`src/rtl/axis_splitter_op_sequencer.sv`:
```
// Descriptor-driven sequencer for the multi-channel AXI-Stream splitter.
// Issues one start per operation and enforces watchdog timeout and abort handling.
module axis_splitter_op_sequencer #(
    parameter int PCKT_WIDTH     = 32,
    parameter int REP_WIDTH      = 16,
    parameter int TIMEOUT_WIDTH  = 24,
    parameter int TIMEOUT_CYCLES = 0,
    parameter int ABORT_CYCLES   = 2
) (
    input  logic                  clk,
    input  logic                  rst,
    input  logic                  cmd_valid,
    output logic                  cmd_ready,
    input  logic [PCKT_WIDTH-1:0] cmd_packet_size,
    input  logic [REP_WIDTH-1:0]  cmd_count,
    input  logic                  abort,
    output logic                  operation_start,
    output logic [PCKT_WIDTH-1:0] packet_size,
    output logic                  external_error,
    input  logic                  operation_busy,
    input  logic                  operation_complete,
    input  logic                  operation_error,
    output logic                  seq_busy,
    output logic                  done_pulse,
    output logic                  err_pulse,
    output logic [1:0]            err_code,
    output logic [REP_WIDTH-1:0]  ops_done
);
    localparam int ABORT_W = $clog2(ABORT_CYCLES + 1);
    localparam logic [ABORT_W-1:0]       ABORT_LAST = ABORT_W'(ABORT_CYCLES - 1);
    localparam logic [ABORT_W-1:0]       ABORT_ONE  = ABORT_W'(1);
    localparam logic [TIMEOUT_WIDTH-1:0] WD_ONE     = TIMEOUT_WIDTH'(1);
    localparam logic [TIMEOUT_WIDTH-1:0] TO_LIMIT   = TIMEOUT_WIDTH'(TIMEOUT_CYCLES);
    localparam bit                       TO_EN      = (TIMEOUT_CYCLES != 0);
    // Without a limit the watchdog still must not wrap, so it parks at all-ones.
    localparam logic [TIMEOUT_WIDTH-1:0] WD_CAP     = TO_EN ? TO_LIMIT : {TIMEOUT_WIDTH{1'b1}};
    localparam logic [REP_WIDTH-1:0]     REP_ONE    = REP_WIDTH'(1);

    typedef enum logic [1:0] {
        S_IDLE  = 2'd0,
        S_START = 2'd1,
        S_RUN   = 2'd2,
        S_ABORT = 2'd3
    } state_t;

    state_t                   r_state;
    state_t                   w_next;
    logic                     r_operation_start;
    logic [PCKT_WIDTH-1:0]    r_packet_size;
    logic                     r_external_error;
    logic                     r_seq_busy;
    logic                     r_done_pulse;
    logic                     r_err_pulse;
    logic [1:0]               r_err_code;
    logic [REP_WIDTH-1:0]     r_ops_done;
    logic [REP_WIDTH-1:0]     r_remaining;
    logic [REP_WIDTH-1:0]     r_cmd_count;
    logic [TIMEOUT_WIDTH-1:0] r_wd;
    logic [ABORT_W-1:0]       r_abort_cnt;

    logic                     w_accept;
    logic                     w_bad_cmd;
    logic                     w_timeout;
    logic [TIMEOUT_WIDTH-1:0] w_wd_inc;
    logic [1:0]               w_err_code;
    logic                     w_done_evt;
    logic                     w_err_evt;
    logic                     w_complete_evt;
    logic                     w_unused;

    // The splitter's busy flag carries no information the sequencer acts on.
    assign w_unused  = operation_busy;
    assign cmd_ready = (r_state == S_IDLE);
    assign w_accept  = cmd_valid && (r_state == S_IDLE);
    assign w_bad_cmd = (cmd_count == {REP_WIDTH{1'b0}}) || (cmd_packet_size == {PCKT_WIDTH{1'b0}});
    assign w_wd_inc  = r_wd + WD_ONE;
    // The limit is detected on the increment so the ABORT entry lands TIMEOUT_CYCLES+1 after start.
    assign w_timeout = TO_EN && (w_wd_inc >= TO_LIMIT);

    // Next-state and event decode; RUN priority is abort > error > timeout > complete.
    always_comb begin
        w_next         = r_state;
        w_err_code     = r_err_code;
        w_done_evt     = 1'b0;
        w_err_evt      = 1'b0;
        w_complete_evt = 1'b0;
        case (r_state)
            S_IDLE: begin
                if (w_accept && w_bad_cmd) begin
                    w_err_evt  = 1'b1;
                    w_err_code = 2'd3;
                end else if (w_accept) begin
                    w_next     = S_START;
                    w_err_code = 2'd0;
                end else begin
                    w_next = S_IDLE;
                end
            end
            S_START: begin
                if (abort) begin
                    w_next     = S_ABORT;
                    w_err_code = 2'd2;
                end else begin
                    w_next = S_RUN;
                end
            end
            S_RUN: begin
                if (abort) begin
                    w_next     = S_ABORT;
                    w_err_code = 2'd2;
                end else if (operation_error) begin
                    w_next     = S_IDLE;
                    w_err_evt  = 1'b1;
                    w_err_code = 2'd1;
                end else if (w_timeout) begin
                    w_next     = S_ABORT;
                    w_err_code = 2'd2;
                end else if (operation_complete) begin
                    w_complete_evt = 1'b1;
                    if (r_remaining == REP_ONE) begin
                        w_next     = S_IDLE;
                        w_done_evt = 1'b1;
                    end else begin
                        w_next = S_START;
                    end
                end else begin
                    w_next = S_RUN;
                end
            end
            S_ABORT: begin
                if (r_abort_cnt == ABORT_LAST) begin
                    w_next    = S_IDLE;
                    w_err_evt = 1'b1;
                end else begin
                    w_next = S_ABORT;
                end
            end
            default: begin
                w_next = S_IDLE;
            end
        endcase
    end

    // State, registered outputs, progress counters, watchdog and abort hold counter.
    always_ff @(posedge clk) begin
        if (rst) begin
            r_state           <= S_IDLE;
            r_operation_start <= 1'b0;
            r_packet_size     <= {PCKT_WIDTH{1'b0}};
            r_external_error  <= 1'b0;
            r_seq_busy        <= 1'b0;
            r_done_pulse      <= 1'b0;
            r_err_pulse       <= 1'b0;
            r_err_code        <= 2'd0;
            r_ops_done        <= {REP_WIDTH{1'b0}};
            r_remaining       <= {REP_WIDTH{1'b0}};
            r_cmd_count       <= {REP_WIDTH{1'b0}};
            r_wd              <= {TIMEOUT_WIDTH{1'b0}};
            r_abort_cnt       <= {ABORT_W{1'b0}};
        end else begin
            r_state           <= w_next;
            r_operation_start <= (w_next == S_START);
            r_external_error  <= (w_next == S_ABORT);
            r_seq_busy        <= (w_next != S_IDLE) || w_accept;
            r_done_pulse      <= w_done_evt;
            r_err_pulse       <= w_err_evt;
            r_err_code        <= w_err_code;
            if (w_accept) begin
                r_packet_size <= cmd_packet_size;
                r_remaining   <= cmd_count;
                r_cmd_count   <= cmd_count;
                r_ops_done    <= {REP_WIDTH{1'b0}};
            end else if (w_complete_evt) begin
                if (r_ops_done != r_cmd_count) begin
                    r_ops_done <= r_ops_done + REP_ONE;
                end
                if (!w_done_evt) begin
                    r_remaining <= r_remaining - REP_ONE;
                end
            end
            if (r_state == S_START) begin
                r_wd <= {TIMEOUT_WIDTH{1'b0}};
            end else if ((r_state == S_RUN) && (r_wd != WD_CAP)) begin
                r_wd <= w_wd_inc;
            end
            r_abort_cnt <= (r_state == S_ABORT) ? (r_abort_cnt + ABORT_ONE) : {ABORT_W{1'b0}};
        end
    end

    assign operation_start = r_operation_start;
    assign packet_size     = r_packet_size;
    assign external_error  = r_external_error;
    assign seq_busy        = r_seq_busy;
    assign done_pulse      = r_done_pulse;
    assign err_pulse       = r_err_pulse;
    assign err_code        = r_err_code;
    assign ops_done        = r_ops_done;

endmodule

```
`config.mk`:
```
export PLATFORM = sky130hd
export DESIGN_NAME = axis_splitter_op_sequencer
export DESIGN_NICKNAME = d
export VERILOG_FILES = /design/src/rtl/axis_splitter_op_sequencer.sv
export SDC_FILE = /design/constraint.sdc
export NUM_CORES = 1
export LEC_CHECK = 0
export CAP_MARGIN = 10
export CELL_PAD_IN_SITES_DETAIL_PLACEMENT = 1
export CELL_PAD_IN_SITES_GLOBAL_PLACEMENT = 2
export CORE_ASPECT_RATIO = 0.75
export CORE_MARGIN = 4
export CORE_UTILIZATION = 26
export CTS_BUF_LIST = sky130_fd_sc_hd__clkbuf_2
export DETAILED_ROUTE_END_ITERATION = 8
export PLACE_DENSITY_LB_ADDON = 0.08
export SETUP_SLACK_MARGIN = 0.4
export SLEW_MARGIN = 20
export SYNTH_ARGS = -nofsm -noshare
export SYNTH_HDL_FRONTEND = slang
export SYNTH_SLANG_ARGS = --single-unit
```
`constraint.sdc`:
```
create_clock -name clk -period 2.2 [get_ports clk]
set_clock_uncertainty 0.05 [all_clocks]
set_input_delay 0.66 -clock clk [delete_from_list [all_inputs] [get_ports clk]]
set_output_delay 0.66 -clock clk [all_outputs]
set_load 0.02 [all_outputs]
```
# Word-level counts from Yosys, hierarchy flattened
# Index checks and enable logic that the tools add are counted.
[word_totals]
reg_bits = 91
in_bits = 55
output_inout_bits = 56
word_cells = 75
[op_classes]
n_addsub = 3
n_eq_ne = 12
mux = 32
bitwise = 1
n_reduce_logical = 15
[op_table]
columns = ["op", "count"]
rows = [
  ["$mux W16", 3],
  ["$logic_not A32 Y1", 1],
  ["$mux W2", 10],
  ["$add A16 B1 Y16 const B", 1],
  ["$eq A16 B1 Y1 const B", 1],
  ["$logic_not A16 Y1", 1],
  ["$mux W1", 16],
  ["$ne A16 B16 Y1", 1],
  ["$sub A16 B1 Y16 const B", 1],
  ["$pmux W2 S4", 1],
  ["$eq A2 B1 Y1 const B", 3],
  ["$eq A2 B2 Y1 const B", 3],
  ["$pmux W2 S3", 1],
  ["$ne A2 B2 Y1 const B", 2],
  ["$reduce_and A2 Y1", 2],
  ["$reduce_and A4 Y1", 1],
  ["$reduce_bool A2 Y1", 2],
  ["$reduce_or A2 Y1", 2],
  ["$ne A3 B1 Y1 const B", 1],
  ["$ne A3 B3 Y1 const B", 1],
  ["$pmux W1 S3", 1],
  ["$reduce_bool A3 Y1", 1],
  ["$add A2 B1 Y2 const B", 1],
  ["$logic_and A1 B1 Y1", 2],
  ["3 further kinds", 4],
]

# Logic depth before layout (Yosys ltp)
[logic_depth]
depth_word = 9
ltp_mapped = 8
ltp_nobuf = 7

# Worst setup path after synthesis
# Ideal clock, no wire load.
[synth_timing]
path_kind = "input to register"
start = "in operation_error"
end = "reg r_ops_done[5], in the netlist ops_done[5]"
setup_ns = 0.070
t_arrival_ns = 2.025
required_ns = 2.080
setup_slack_ns = 0.054
path_stages = 6
path_cell_list = "nand3b_1 nor2_1 clkbuf_1 nand3_1 or3_1 a21oi_1"
[synth_between]
elab_chain_len = 4
[synth_rtl]
columns = ["element", "line_no", "rtl"]
rows = [
  ["start, declared", "22", "input logic operation_error,"],
  ["$mux W1", "111", "end else if (operation_error) begin"],
  ["$mux W1", "108", "if (abort) begin"],
  ["$mux W1", "87", "case (r_state)"],
  ["$reduce_and A2 Y1 (no source line)", "-", ""],
  ["end signal, assigned", "155", "r_ops_done <= {REP_WIDTH{1'b0}};"],
  ["end signal, assigned", "172", "r_ops_done <= {REP_WIDTH{1'b0}};"],
  ["end signal, assigned", "175", "r_ops_done <= r_ops_done + REP_ONE;"],
  ["end, declared", "55", "logic [REP_WIDTH-1:0] r_ops_done;"],
]
# Every way passes these cells.
# A chain may end at the register's enable or synchronous reset.

# Worst setup path in the final report
[layout_timing]
start = "reg r_state[1]"
end = "reg r_operation_start, in the netlist operation_start"
[layout_between]
elab_chain_len = 6
elab_cells_between_ends = 10
[layout_rtl]
columns = ["element", "line_no", "rtl"]
rows = [
  ["start, declared", "46", "state_t r_state;"],
  ["start signal, assigned", "161", "r_state <= w_next;"],
  ["$logic_not A2 Y1", "74, 87", ""],
  ["$logic_and A1 B1 Y1", "74", "assign w_accept = cmd_valid && (r_state == S_IDLE);"],
  ["$mux W1 or $logic_and A1 B1 Y1 (tied branches)", "92, 89", ""],
  ["$mux W2", "89", "if (w_accept && w_bad_cmd) begin"],
  ["$pmux W2 S4 (*)", "87", ""],
  ["$eq A2 B1 Y1 (*)", "162", "r_operation_start <= (w_next == S_START);"],
  ["end signal, assigned", "162", ""],
  ["end, declared", "48", "logic r_operation_start;"],
]
# Mark *: on every way between the ends. The rest lies on a longest branch, timed or not.

==> impl_results.md <==
* Nets at approximately 800
* Clock transition at path regs at ~250 ps
* Die height at about 120 um
* Post-route ant nets at 0
* Root Buffer: clkbuf_2
* Fmax at roughly 480 MHz
* RD Place Congestion at about 0.8
* Boundary pin count at 111
* Final HPWL DP at ~12,000 um
* Crit path capture type: flip-flop
* Initial DRC count at roughly 250
* Vias in the first global route at 4,964
* Period utilisation layout at a little over nine tenths
* Outcome: complete, no violations
* Initial antenna violation count at 0
* Worst Path Max Fanout at 3
* CTS Sinks at 91
* Finished layout cell area at between 7000 and 8000 um2
* Input/output buffers at approximately 110
* Via Count at between 4,000 and 5,000
* Die area at ~18,000 um2
* First-pass GRT wire length at 27,300 um
* Post-DP Area at around 6100 um2
* Post-synth EDFFs at 0
* Max-slew violation count at 0
* Max-Cap Viols at 0
* Post-DR wirelength/cell at around 18 um
* Total gr overflow at 0
* Pwr Density at ~520 nW/um2
* DRT Pass-1 Iters at 5
* Share of layout cells above drive strength 1 at ~48%
* Met2 Wirelength at just under 8000 um
* Worst Hold Class: input port to flip-flop
* DR DRC count at 0
* CP required at 2700 ps
* TritonCTS Buffers at 9
* Min cycle time layout at roughly 2100 ps
* Synth-to-Final Area Change at 74.1%
* Top Layer Used: met4
* Syn avg cell area at a little over 8 um2
* Mapped Area at 4250 um2
* Total track usage at a little under a fifth
* RSZ-0062 raised after global routing: true
* Async set-reset flop share out of synthesis at 0%
* CTS tree: built
* H-tree levels at 3
* Number of diodes at 0
* Routed WL at 17,300 um
* Worst-Margin Slew at roughly 640 ps
* Worst vdd ir at between 0.00015 and 0.0002 V
* Reg area at between 1500 and 2000 um2
* Largest net degree at the start of global routing at 49
* Reg2reg setup slack at around 120 ps
* Seq cells post-synth at 91
* Worst-skew pair later-pin latency at 610 ps
* Critical path arrival at around 2600 ps
* Die Wd at about 160 um
* M1 wire length at 8500 um
* Leak at 2.99 nW
* Endpoints failing hold at 0
* Overall power at ~3.8 mW
* Synth cell types at 48
* # setup viols final at 0
* Initial Util at roughly a quarter
* Ys flop type: dfxtp_1
* Area taken by multi-input logic gates at 2760 um2
* Core area at approximately 16,000 um2
* Fill cell count at about 1,900
* Crit Path Class: flip-flop to flip-flop
* Synth warn at 0
* Row count at 40
* Buffer levels on the longest clock path at 2
* Syn Inst Count at 520
* Vias per cell at 4.91
* Worst Setup Start Kind: flip-flop
* Sequential fraction of the synthesis area at 42.8%
* Syn Nets at approximately 580
* Met3 wire len at just over 800 um
* Rel. slew slack at about 56%
==> worst paths after layout <==
kind / end / depth (start not counted) / from
worst max register to register: operation_start / 12 / r_state[1]
worst min-delay path: packet_size[31] / 3 / cmd_packet_size[31]
worst max-delay path: operation_start / 12 / r_state[1]
worst min register to register: r_abort_cnt[0] / 1 / r_abort_cnt[0]
==> power breakdown <==
group          leakage [nW]  internal (mW)  switching, mW
clock network        0.0505          0.141          0.608
logic                  2.16          0.593          0.627
registers             0.776           1.76         0.0991
==> synth_stat cells, types with 2 or more instances <==
| cell | n | area [um2] |
|---|---|---|
| nand2_1 | 108 | 405 |
| dfxtp_1 | 91 | 1820 |
| a21oi_1 | 65 | 325 |
| nor2_1 | 30 | 113 |
| clkbuf_1 | 24 | 90.1 |
| xor2_1 | 23 | 201 |
| nor4_1 | 22 | 138 |
| a211oi_1 | 15 | 113 |
| o21ai_0 | 15 | 75.1 |
| nand4_1 | 14 | 87.6 |
| inv_1 | 10 | 37.5 |
| nand3_1 | 9 | 45.0 |
| or3_1 | 9 | 56.3 |
| ha_1 | 8 | 100 |
| nor3_1 | 8 | 40.0 |
| xnor2_1 | 8 | 70.1 |
| or4_1 | 7 | 52.6 |
| and4_1 | 6 | 52.6 |
| clkbuf_8 | 4 | 55.1 |
| a31oi_1 | 3 | 18.8 |
| and2_1 | 3 | 18.8 |
| and3_1 | 3 | 18.8 |
| o31ai_1 | 3 | 22.5 |
| or4_4 | 3 | 33.8 |
| a21o_1 | 2 | 15.0 |
| nand3b_1 | 2 | 15.0 |
| nand4b_1 | 2 | 17.5 |
| nor2b_1 | 2 | 12.5 |
| o211ai_1 | 2 | 15.0 |
==> per-stage QoR <==
stage	utilization, %	std cells	setup WS, ps	hold slack [ps]	setup TNS, ps
floorplan	-	520	240	348	0
global placement	37.9	880	-716	357	-8880
detailed placement	37.9	880	-733	369	-9660
CTS	44.0	942	92.7	289	0
global route	46.2	955	24.6	305	0
finish	46.2	955	125	370	0
==> metal layers <==
layer / GRT usage [%] / vias up
met5: 0 / -
met4: 4.05 / 0
met3: 4.83 / 14
met2: 27.4 / 86
met1: 27.3 / 2304
li1: - / 2283
==> cell families (layout without fill, tap and decap cells) <==
group / count (synthesis) / in the layout / synth area share, %
XOR/XNOR: 31 / 31 / 6.38
AND/OR/NAND/NOR: 237 / 237 / 28.2
buffers and inverters: 41 / 266 / 4.94
adder cells (fa/ha/maj): 8 / 8 / 2.35
multiplexers: 1 / 1 / 0.235
flip-flops: 91 / 91 / 42.8
AO/OA/AOI/OAI: 111 / 111 / 15.0
==> layout make-up <==
| type | count | area share [%] |
|---|---|---|
| Clock inverter | 4 | 0.254 |
| Clock buffer | 11 | 0.744 |
| Sequential cell | 91 | 26.2 |
| Timing Repair Buffer | 241 | 31.5 |
| Inverter | 10 | 0.541 |
| Tap cell | 210 | 3.55 |
| Multi-Input combinational cell | 388 | 37.2 |
==> layout by cell type, fill, tap and decap left out, types with 12 or more instances in the layout <==
cell           Yosys  final
nand2_1          108    104
buf_4              1     95
buf_6              1     82
a21oi_1           65     58
dfxtp_2            0     50
dlygate4sd2_1      0     39
dfxtp_1           91     27
nor2_1            30     25
xor2_1            23     18
nand4_1           14     14
dfxtp_4            0     14
a211oi_1          15     12
==> sequential cells by signal, indices dropped and copies added, names as in the netlist <==
register / cells
done_pulse: 1
err_code: 2
err_pulse: 1
external_error: 1
operation_start: 1
ops_done: 16
packet_size: 32
r_abort_cnt: 2
r_cmd_count: 16
r_remaining: 16
r_state: 2
seq_busy: 1
==> worst max-delay path, stage by stage (launching register included) <==
cell and delay, ps:
dfxtp_2 400, buf_6 90, buf_6 80, buf_6 90, ha_4 150, nand3b_1 170
buf_4 190, buf_6 100, buf_6 110, o31ai_4 210, a211oi_2 90, buf_4 180
nor2b_1 110
==> what timing repair did <==
item | 4_1_cts | 5_1_grt
hold buffers | 0 | 0
buffers inserted | 45 | 13
cloned | 2 | 0
pin swaps | 57 | 31
setup endpoints to repair | 122 | 125
gates resized for setup | 535 | 56
Power figures use the tool's default switching activity.
